===== src/rtl/controller_instruction_loader_if.sv =====
// rtl/controller_instruction_loader_if.sv - byte stream and instruction-memory port 2 bundle for the loader
interface controller_instruction_loader_if #(
  parameter int ADDR_WIDTH = 13
);
  logic [7:0]            st_data;
  logic                  st_valid;
  logic                  st_ready;
  logic [ADDR_WIDTH-1:0] mem_address;
  logic [31:0]           mem_writedata;
  logic [3:0]            mem_byteenable;
  logic                  mem_chipselect;
  logic                  mem_write;
  logic                  mem_debugaccess;
  logic [31:0]           mem_readdata;

  // Loader side: consumes the stream, drives the memory port.
  modport master (
    input  st_data, st_valid, mem_readdata,
    output st_ready, mem_address, mem_writedata, mem_byteenable,
           mem_chipselect, mem_write, mem_debugaccess
  );

  // Environment side: stream source and instruction memory.
  modport slave (
    output st_data, st_valid, mem_readdata,
    input  st_ready, mem_address, mem_writedata, mem_byteenable,
           mem_chipselect, mem_write, mem_debugaccess
  );
endinterface


===== src/rtl/controller_instruction_loader.sv =====
// rtl/controller_instruction_loader.sv - boot loader writing a length-prefixed, checksummed image into instruction memory; LOADER_VERIFY_EN adds a read-back pass
module controller_instruction_loader #(
  parameter int          ADDR_WIDTH     = 13,
  parameter int unsigned MAX_WORDS      = 8192,
  parameter int unsigned TIMEOUT_CYCLES = 65535
) (
  input  logic                            clk,
  input  logic                            reset,
  input  logic                            start,
  controller_instruction_loader_if.master bus,
  output logic                            cpu_reset_req,
  output logic                            busy,
  output logic                            done,
  output logic                            error,
  output logic [1:0]                      error_code
);
  // Word counter is one bit wider than the address so it can hold N itself.
  localparam int            CW       = ADDR_WIDTH + 1;
  localparam logic [CW-1:0] IDX_ONE  = 1;
  localparam logic [1:0]    ERR_LEN  = 2'd1;
  localparam logic [1:0]    ERR_CSUM = 2'd2;
  localparam logic [1:0]    ERR_TMO  = 2'd3;

  typedef enum logic [2:0] {
    S_IDLE, S_LEN, S_DATA, S_WRITE, S_CSUM, S_VERIFY, S_DONE, S_ERROR
  } state_t;

  state_t        state, state_next;
  logic [1:0]    byte_cnt;
  logic [31:0]   word_q;
  logic [31:0]   acc;
  logic [31:0]   timer;
  logic [CW-1:0] n_q;
  logic [CW-1:0] idx;
  logic [1:0]    err_q;

  logic          accept, last_byte, timeout_hit, idle_like, set_err, rd_issue;
  logic [1:0]    err_val;
  logic [31:0]   assembled;

  assign accept      = bus.st_valid && bus.st_ready;
  assign last_byte   = accept && (byte_cnt == 2'd3);
  // The completed little-endian word, valid in the cycle its last byte arrives.
  assign assembled   = {bus.st_data, word_q[23:0]};
  assign timeout_hit = (TIMEOUT_CYCLES != 0) && (timer == TIMEOUT_CYCLES);
  assign idle_like   = (state == S_IDLE) || (state == S_DONE) || (state == S_ERROR);

`ifdef LOADER_VERIFY_EN
  logic        rd_pending;
  logic [31:0] vsum;
  assign rd_issue = (state == S_VERIFY) && (idx < n_q);
`else
  logic unused_readdata;
  assign rd_issue        = 1'b0;
  assign unused_readdata = ^bus.mem_readdata;
`endif

  // State register; reset aborts any load in progress.
  always_ff @(posedge clk or posedge reset) begin
    if (reset) state <= S_IDLE;
    else       state <= state_next;
  end

  // Next-state decode plus Moore-style outputs derived from the state register.
  always_comb begin
    state_next          = state;
    set_err             = 1'b0;
    err_val             = 2'd0;
    bus.st_ready        = 1'b0;
    bus.mem_chipselect  = 1'b0;
    bus.mem_write       = 1'b0;
    bus.mem_debugaccess = 1'b0;
    bus.mem_byteenable  = 4'hF;
    bus.mem_address     = idx[ADDR_WIDTH-1:0];
    bus.mem_writedata   = word_q;
    busy                = 1'b0;
    done                = (state == S_DONE);
    error               = (state == S_ERROR);
    cpu_reset_req       = (state != S_DONE);
    error_code          = err_q;
    case (state)
      S_IDLE, S_DONE, S_ERROR: begin
        if (start) state_next = S_LEN;
      end
      S_LEN: begin
        busy         = 1'b1;
        bus.st_ready = 1'b1;
        if (timeout_hit) begin
          state_next = S_ERROR; set_err = 1'b1; err_val = ERR_TMO;
        end else if (last_byte) begin
          if ((assembled == 32'd0) || (assembled > MAX_WORDS)) begin
            state_next = S_ERROR; set_err = 1'b1; err_val = ERR_LEN;
          end else begin
            state_next = S_DATA;
          end
        end
      end
      S_DATA: begin
        busy         = 1'b1;
        bus.st_ready = 1'b1;
        if (timeout_hit) begin
          state_next = S_ERROR; set_err = 1'b1; err_val = ERR_TMO;
        end else if (last_byte) begin
          state_next = S_WRITE;
        end
      end
      S_WRITE: begin
        busy                = 1'b1;
        bus.mem_chipselect  = 1'b1;
        bus.mem_write       = 1'b1;
        bus.mem_debugaccess = 1'b1;
        state_next          = ((idx + IDX_ONE) == n_q) ? S_CSUM : S_DATA;
      end
      S_CSUM: begin
        busy         = 1'b1;
        bus.st_ready = 1'b1;
        if (timeout_hit) begin
          state_next = S_ERROR; set_err = 1'b1; err_val = ERR_TMO;
        end else if (last_byte) begin
          if (assembled == acc) begin
`ifdef LOADER_VERIFY_EN
            state_next = S_VERIFY;
`else
            state_next = S_DONE;
`endif
          end else begin
            state_next = S_ERROR; set_err = 1'b1; err_val = ERR_CSUM;
          end
        end
      end
      S_VERIFY: begin
`ifdef LOADER_VERIFY_EN
        busy               = 1'b1;
        bus.mem_chipselect = rd_issue;
        if (!rd_issue && !rd_pending) begin
          if (vsum == acc) begin
            state_next = S_DONE;
          end else begin
            state_next = S_ERROR; set_err = 1'b1; err_val = ERR_TMO;
          end
        end
`else
        state_next = S_IDLE;
`endif
      end
      default: state_next = S_IDLE;
    endcase
  end

  // Byte assembly, word index, running sum, idle timer and error latch.
  always_ff @(posedge clk or posedge reset) begin
    if (reset) begin
      byte_cnt <= 2'd0;
      word_q   <= 32'd0;
      acc      <= 32'd0;
      timer    <= 32'd0;
      n_q      <= '0;
      idx      <= '0;
      err_q    <= 2'd0;
`ifdef LOADER_VERIFY_EN
      rd_pending <= 1'b0;
      vsum       <= 32'd0;
`endif
    end else begin
      if (accept || idle_like) timer <= 32'd0;
      else                     timer <= timer + 32'd1;

      if (accept) begin
        word_q[{byte_cnt, 3'b000} +: 8] <= bus.st_data;
        byte_cnt                        <= byte_cnt + 2'd1;
      end

      if (idle_like && start) begin
        byte_cnt <= 2'd0;
        idx      <= '0;
        acc      <= 32'd0;
        err_q    <= 2'd0;
      end

      if ((state == S_LEN) && (state_next == S_DATA)) n_q <= assembled[CW-1:0];

      if (state == S_WRITE) begin
        acc <= acc + word_q;
        idx <= idx + IDX_ONE;
      end

      if (set_err) err_q <= err_val;

`ifdef LOADER_VERIFY_EN
      // Read-back pass: one address per cycle, data summed a cycle later.
      if ((state == S_CSUM) && (state_next == S_VERIFY)) begin
        idx        <= '0;
        vsum       <= 32'd0;
        rd_pending <= 1'b0;
      end else if (state == S_VERIFY) begin
        if (rd_issue)   idx  <= idx + IDX_ONE;
        if (rd_pending) vsum <= vsum + bus.mem_readdata;
        rd_pending <= rd_issue;
      end
`endif
    end
  end
endmodule


===== src/flat_wrapper.sv =====
// flat-port wrapper written by rule: the top's interface ports become plain ports
module controller_instruction_loader_flat 
#(
  parameter int          ADDR_WIDTH     = 13,
  parameter int unsigned MAX_WORDS      = 8192,
  parameter int unsigned TIMEOUT_CYCLES = 65535
)
  (clk, reset, start, cpu_reset_req, busy, done, error, error_code, bus_st_data, bus_st_valid, bus_mem_readdata, bus_st_ready, bus_mem_address, bus_mem_writedata, bus_mem_byteenable, bus_mem_chipselect, bus_mem_write, bus_mem_debugaccess);
  controller_instruction_loader_if #(.ADDR_WIDTH(ADDR_WIDTH)) bus_i ();
  input  logic clk;
  input  logic reset;
  input  logic start;
  output logic cpu_reset_req;
  output logic busy;
  output logic done;
  output logic error;
  output logic [1:0] error_code;
  input wire logic [$bits(bus_i.st_data)-1:0] bus_st_data;
  input wire logic [$bits(bus_i.st_valid)-1:0] bus_st_valid;
  input wire logic [$bits(bus_i.mem_readdata)-1:0] bus_mem_readdata;
  output wire logic [$bits(bus_i.st_ready)-1:0] bus_st_ready;
  output wire logic [$bits(bus_i.mem_address)-1:0] bus_mem_address;
  output wire logic [$bits(bus_i.mem_writedata)-1:0] bus_mem_writedata;
  output wire logic [$bits(bus_i.mem_byteenable)-1:0] bus_mem_byteenable;
  output wire logic [$bits(bus_i.mem_chipselect)-1:0] bus_mem_chipselect;
  output wire logic [$bits(bus_i.mem_write)-1:0] bus_mem_write;
  output wire logic [$bits(bus_i.mem_debugaccess)-1:0] bus_mem_debugaccess;
  assign bus_i.st_data = bus_st_data;
  assign bus_i.st_valid = bus_st_valid;
  assign bus_i.mem_readdata = bus_mem_readdata;
  assign bus_st_ready = bus_i.st_ready;
  assign bus_mem_address = bus_i.mem_address;
  assign bus_mem_writedata = bus_i.mem_writedata;
  assign bus_mem_byteenable = bus_i.mem_byteenable;
  assign bus_mem_chipselect = bus_i.mem_chipselect;
  assign bus_mem_write = bus_i.mem_write;
  assign bus_mem_debugaccess = bus_i.mem_debugaccess;
  controller_instruction_loader #(.ADDR_WIDTH(ADDR_WIDTH), .MAX_WORDS(MAX_WORDS), .TIMEOUT_CYCLES(TIMEOUT_CYCLES)) u_core (.clk(clk), .reset(reset), .start(start), .bus(bus_i), .cpu_reset_req(cpu_reset_req), .busy(busy), .done(done), .error(error), .error_code(error_code));
endmodule

===== config.mk =====
export PLATFORM = sky130hd
export DESIGN_NAME = controller_instruction_loader_flat
export DESIGN_NICKNAME = d
export VERILOG_FILES = /design/src/rtl/controller_instruction_loader_if.sv /design/src/rtl/controller_instruction_loader.sv /design/src/flat_wrapper.sv
export SDC_FILE = /design/constraint.sdc
export NUM_CORES = 1
export LEC_CHECK = 0
export BUFFER_PORTS_ARGS = -buffer_cell sky130_fd_sc_hd__buf_2
export CELL_PAD_IN_SITES_DETAIL_PLACEMENT = 0
export CELL_PAD_IN_SITES_GLOBAL_PLACEMENT = 1
export CORE_MARGIN = 3
export CORE_UTILIZATION = 48
export CTS_CLUSTER_DIAMETER = 40
export DETAILED_ROUTE_END_ITERATION = 6
export PLACE_DENSITY_LB_ADDON = 0.1
export REMOVE_ABC_BUFFERS = 1
export SYNTH_ARGS = -nofsm -noshare
export SYNTH_HDL_FRONTEND = slang
export SYNTH_SLANG_ARGS = --single-unit

===== constraint.sdc =====
create_clock -name clk -period 10.1 [get_ports clk]
set_input_delay 1.515 -clock clk [delete_from_list [all_inputs] [get_ports clk]]
set_output_delay 1.515 -clock clk [all_outputs]
set_load 0.01 [all_outputs]

==> results of run 1 <==
## synth_stat cells (4+ instances only)
master and count:
a21o_1 17, a21oi_1 38, a31oi_1 7, and2_1 10, and3_1 19, buf_4 20, buf_6 4, clkbuf_1 25
dfrtp_1 131, ha_1 38, inv_1 15, mux2_2 4, mux2_4 10, nand2_1 132, nand2b_1 6, nand3_1 49
nand4_1 12, nor2_1 77, nor3_1 11, nor4_1 20, o21ai_0 87, o21bai_1 5, o31ai_1 4, xnor2_1 49
xor2_1 43
## stage by stage
step	hold slack [ns]	util, %
2_1_floorplan	0.454	-
4_1_cts	0.498	55.7
3_5_place_dp	0.481	51.9
5_1_grt	0.519	55.7
6_report	0.489	55.7
3_3_place_gp	0.470	51.9
## power by group
part	switching, µW	internal (µW)	leakage [µW]
clock	247	399	0.000303
sequential	163	661	0.00181
combinational	587	394	0.00218
## layout make-up
class	instances	share of cell area [%]
Clock buffer	18	4.89
Clock inverter	14	1.97
Inverter	15	0.655
Multi-Input combinational cell	700	49.0
Sequential cell	131	36.5
Tap cell	216	3.01
Timing Repair Buffer	69	3.93
## registers in the layout, indices dropped and copies added, names as in the netlist
signal and flops:
u_core.acc 32, u_core.bus.mem_writedata 32, u_core.byte_cnt 2, u_core.error_code 2, u_core.idx 14, u_core.n_q 14
u_core.state 3, u_core.timer 32
## cells in the final DEF, fill, tap and decap left out, types with 12 or more instances in the layout
master       n
nand2_1    131
dfrtp_1    131
o21ai_0     86
nor2_1      77
buf_2       66
xnor2_1     49
nand3_1     49
xor2_1      43
a21oi_1     38
ha_1        38
nor4_1      20
and3_1      19
a21o_1      17
clkbuf_16   17
inv_1       14
nand4_1     12
## worst paths after layout
check	startpoint	to	slack, ns
worst min register to register	u_core.acc[21]	u_core.acc[21]	0.49
worst max-delay path	bus_st_data[7]	u_core.n_q[12]	6.08
worst min-delay path	u_core.acc[21]	u_core.acc[21]	0.49
worst max register to register	u_core.bus.mem_writedata[8]	u_core.n_q[12]	6.43
max in group asynchronous	reset	u_core.acc[25]	7.42
min in group asynchronous	reset	u_core.timer[30]	1.22
## logic make-up after synthesis
group,count (synthesis)
flops,131
compound gates,186
fa+ha+maj,39
other cells,1
mux,17
simple gates,362
xor+xnor,92
buf+inv,70
## worst max-delay path, cell delays in order
cell	delay, ns
buf_2	0.15
or4_1	0.53
nor4_1	0.34
a21oi_1	0.18
or2_1	0.30
nor4_4	0.86
mux2_2	0.42
## layer usage
layer	track usage (%)	vias up	part of all wire [%]
met4	4.70	0	0.63
met3	4.75	14	3.7
met1	32.5	3245	49
met5	0	-	0
met2	36.4	143	47
li1	-	3193	-
==> impl_metrics.csv, run 1 <==
group,metric,value,unit
power_and_ir_drop,ir_drop,0.148,mV
detailed_routing,first_pass_iters,5,
finish,final_nets,1017,
synthesis,synthSimpleGateAreaFrac,21.5,%
grt,antenna_found_initial,0,
finish,diodes,0,
detailed_routing,wl_per_cell,17.3,µm
setup_path,crit_required,10.40,ns
power_and_ir_drop,leakage,0.00429,µW
synthesis,yosysSeqAreaShare,40.8,%
finish,multi_input_area,4400,µm²
setup_path,reg2reg_depth,8,
clocking,clk_pin_slew_worst_paths,0.06,ns
synthesis,synthFlopType,"dfrtp_1",
synthesis,synth-xor-area-share,10.0,%
floorplan,die_area,18300,µm²
grt,grt_pass1_wl,33200,µm
sta,hold_viol,0,
synthesis,yosys.area_share.adder,6.17,%
detailed_routing,postRouteAntennaNets,0,
setup_path,crit_type,"in2reg",
clocking,cts_inserted_buffers,17,
sta,clock_skew,0.00769,ns
synthesis,syn-cell-area,8030,µm²
grt,grt_pass1_vias,6322,
clocking,clockBufferDepth,2,
grt,grt_max_degree,74,
clocking,cts_tree,"done",
synthesis,async_flop_share,100,%
synthesis,ys_ff_latch,131,
synthesis,ys_top_cells_by_area,"dfrtp_1 41%, nand2_1 6.2%, ha_1 5.9%",
finish,instances_no_fill,1163,
clocking,clock-sinks,131,
sta,fin_ws,6.08,ns
place,io_buffers,66,
synthesis,synth_top_family_by_area,"simple AND/OR/NAND/NOR gates",
synthesis,synth_area_leader_cell,"dfrtp_1",
clocking,h-tree-depth,4,
worst_hold_path,whs_path_depth,2,
floorplan,die_w,135,µm
floorplan,initial_core_util,49.8,%
floorplan,rows,46,
finish,drive_gt1_share,14.3,%
clocking,clockRootBuffer,"clkbuf_16",
detailed_routing,drtIter0Drc,330,
sta,relSlewSlack,17.9,%
place,pre_cts_ws,5.67,ns
detailed_routing,drc,0,
setup_path,worst_setup_path_start_kind,"primary input",
synthesis,synth.distinct_cells,69,
detailed_routing,avgViaCountPerCell,5.67,
clocking,cts_resized,0,
synthesis,synthCells,898,
clocking,post_cts_buffers,0,
outcome,status,"finished clean",
synthesis,synth-compound-area-share,14.0,%
grt,gr-usage-all-layers,22.9,%
finish,n_fill_cell,1480,
worst_hold_path,min_path_type,"reg2reg",
sta,worst_pin_slew,1.23,ns
clocking,clk_latency,0.42,ns
synthesis,synth_top_area_share,40.8,%
sta,finalSetupViolations,0,
synthesis,synth_edf_count,0,
sta,max_freq,249,MHz
flow_run,cap_violations,0,
sta,fin_crit_sh,39.8,%
clocking,ctsHoldBuffers,0,
synthesis,syn_avg_cell_area,8.95,µm²
finish,regArea,3280,µm²
detailed_routing,wl,20100,µm
floorplan,io_pins,103,
floorplan,coreArea,16100,µm²
place,gp_congestion,0.924,
power_and_ir_drop,power.density,273,nW/µm²
floorplan,die_y,135,µm
place,placed_cells,1131,
synthesis,synth_mux_area_share,2.80,%
power_and_ir_drop,p_total,2450,µW
synthesis,ys_warn_count,0,
setup_path,crit_arrival,4.32,ns
finish,syn2layout_area_growth,11.7,%
sta,layout_min_cycle_time,4.02,ns
setup_path,cp_max_fo,14,
place,dpl-instance-area,8360,µm²
sta,final-max-slew-violation-count,0,
place,hpwlAfterDp,14400,µm
finish,fin_area,8970,µm²
setup_path,end_kind,"flop",
sta,grt_setup_unrepaired,"false",
detailed_routing,vias,6595,
sta,fin_setup_tns,0,ns
grt,grt.overflow.total,0,
Power figures use the tool's default switching activity.
==> run 2, diff against run 1 <==
--- a/config.mk
+++ b/config.mk
@@ -9,7 +9,7 @@
 export CELL_PAD_IN_SITES_DETAIL_PLACEMENT = 0
 export CELL_PAD_IN_SITES_GLOBAL_PLACEMENT = 1
 export CORE_MARGIN = 3
-export CORE_UTILIZATION = 48
+export CORE_UTILIZATION = 45
 export CTS_CLUSTER_DIAMETER = 40
 export DETAILED_ROUTE_END_ITERATION = 6
 export PLACE_DENSITY_LB_ADDON = 0.1
==> constraint.sdc (replaced) <==
create_clock -name clk -period 4 [get_ports clk]
set_input_delay 0.6 -clock clk [delete_from_list [all_inputs] [get_ports clk]]
set_output_delay 0.6 -clock clk [all_outputs]
set_load 0.01 [all_outputs]
==> run 2 against run 1 <==
Effect of this change:
- register-to-register slack worse by 5.8 ns
- largest power group unchanged
- count of clock-buffer cells in the layout up 2
- critical path type is now reg2reg
- largest cell class unchanged
- clock power rose to 2.7 times the previous value
- utilization down 3.1 points
==> impl_metrics.csv, run 2 (synthesized netlist as in run 1, its figures left out) <==
group,metric,value,unit
outcome,status,"finished clean",
setup_path,end_kind,"flop",
grt,grt.overflow.total,0,
detailed_routing,first_pass_iters,5,
setup_path,reg2reg_depth,12,
floorplan,rows,48,
finish,final_nets,1027,
detailed_routing,drc,0,
sta,layout_min_cycle_time,3.35,ns
floorplan,die_w,140,µm
detailed_routing,wl_per_cell,17.6,µm
sta,max_freq,299,MHz
floorplan,initial_core_util,46.3,%
power_and_ir_drop,leakage,0.00437,µW
sta,finalSetupViolations,0,
clocking,cts_tree,"done",
sta,relSlewSlack,18.7,%
floorplan,io_pins,103,
grt,gr-usage-all-layers,21.8,%
finish,instances_no_fill,1182,
floorplan,die_y,140,µm
sta,fin_ws,0.655,ns
setup_path,crit_arrival,3.63,ns
sta,worst_pin_slew,1.22,ns
floorplan,coreArea,17400,µm²
grt,grt_pass1_vias,6511,
clocking,cts_inserted_buffers,17,
setup_path,crit_required,4.28,ns
clocking,clockRootBuffer,"clkbuf_16",
grt,grt_busiest_layer,"met2",
grt,use_met2,34.7,%
grt,grt_use_met3,4.74,%
detailed_routing,postRouteAntennaNets,0,
finish,diodes,0,
clocking,h-tree-depth,4,
worst_hold_path,min_path_type,"in2async",
floorplan,die_area,19500,µm²
detailed_routing,avgViaCountPerCell,5.54,
finish,drive_gt1_share,15.2,%
power_and_ir_drop,power.density,701,nW/µm²
setup_path,crit_type,"reg2reg",
sta,hold_viol,0,
clocking,ctsHoldBuffers,0,
clocking,cts_resized,0,
place,io_buffers,66,
setup_path,worst_setup_path_start_kind,"flop",
grt,grt_max_degree,64,
grt,antenna_found_initial,0,
power_and_ir_drop,ir_drop,0.351,mV
clocking,clk_latency,0.42,ns
clocking,clockBufferDepth,2,
clocking,clock-sinks,131,
grt,grt_pass1_wl,34000,µm
finish,syn2layout_area_growth,13.6,%
detailed_routing,wl,20800,µm
place,hpwlAfterDp,14700,µm
place,gp_congestion,0.919,
finish,final_cell_mix,"131 x nand2_1, 131 x dfrtp_1, 86 x o21ai_0",
detailed_routing,vias,6544,
detailed_routing,drtIter0Drc,355,
sta,clock_skew,0.00661,ns
place,placed_cells,1150,
place,pre_cts_ws,0.648,ns
sta,fin_crit_sh,83.6,%
setup_path,cp_max_fo,5,
finish,fin_util,52.6,%
flow_run,cap_violations,0,
clocking,post_cts_buffers,0,
clocking,clk_pin_slew_worst_paths,0.06,ns
sta,final-max-slew-violation-count,0,
sta,whs,0.318,ns
grt,met1_usage,30.2,%
sta,grt_setup_unrepaired,"false",
## run 2: cell count changes in the layout (fill, tap and decap cells not counted)
cell and delta:
bufinv_16 +2, clkbuf_8 +2, buf_4 +9, clkinv_4 -1
inv_6 -2, buf_12 +1, inv_8 -1
## run 2: worst max-delay path: stages, from the launching register on
cell	delay, ns
dfrtp_1	0.43
ha_1	0.27
fa_1	0.42
a21o_1	0.18
a21o_1	0.21
a21oi_1	0.27
a2bb2oi_2	0.28
a211oi_1	0.14
o31a_1	0.30
a221o_1	0.37
a21oi_2	0.16
xor2_1	0.15
o21ai_1	0.06
## run 2: per-layer routing
layer | wire length (µm) | share of wire, %
met5 | 0 | 0
met3 | 1040 | 5.0
met2 | 9610 | 46
met4 | 291 | 1.4
met1 | 9820 | 47
## run 2: path summary, 6_finish.rpt
check	from	endpoint	slack, ns
setup / recovery	u_core.bus.mem_writedata[0]	u_core.acc[30]	0.65
max in group asynchronous	reset	u_core.bus.mem_writedata[11]	2.84
hold / removal	reset	u_core.idx[4]	0.32
hold reg to reg	u_core.acc[22]	u_core.acc[22]	0.49
setup reg to reg	u_core.bus.mem_writedata[0]	u_core.acc[30]	0.65
min in group clk	u_core.acc[22]	u_core.acc[22]	0.49
## run 2: final cells by class
class                   count  area (µm²)
inverters                  15        58.8
clock buffers              20         467
repair buffers             79         440
multi-input cells         700        4400
flip-flops and latches    131        3280
clock inverters            12         199
well taps                 225         282
fillers                  1645        8230
## run 2: where the power goes
| group | switching (µW) | leakage (µW) | total [µW] | internal (µW) |
|---|---|---|---|---|
| combinational | 1540 | 0.00224 | 2570 | 1030 |
| sequential | 383 | 0.00181 | 2050 | 1670 |
| clock | 610 | 0.000327 | 1770 | 1160 |
## run 2: metrics by stage
stage | power [µW] | cell area, µm² | TNS, ns
floorplan | 3760 | 7730 | -12.80
global placement | 4570 | 8460 | 0
detailed placement | 4640 | 8460 | 0
CTS | 6430 | 9120 | 0
global route | 6840 | 9120 | 0
finish | 6390 | 9120 | 0
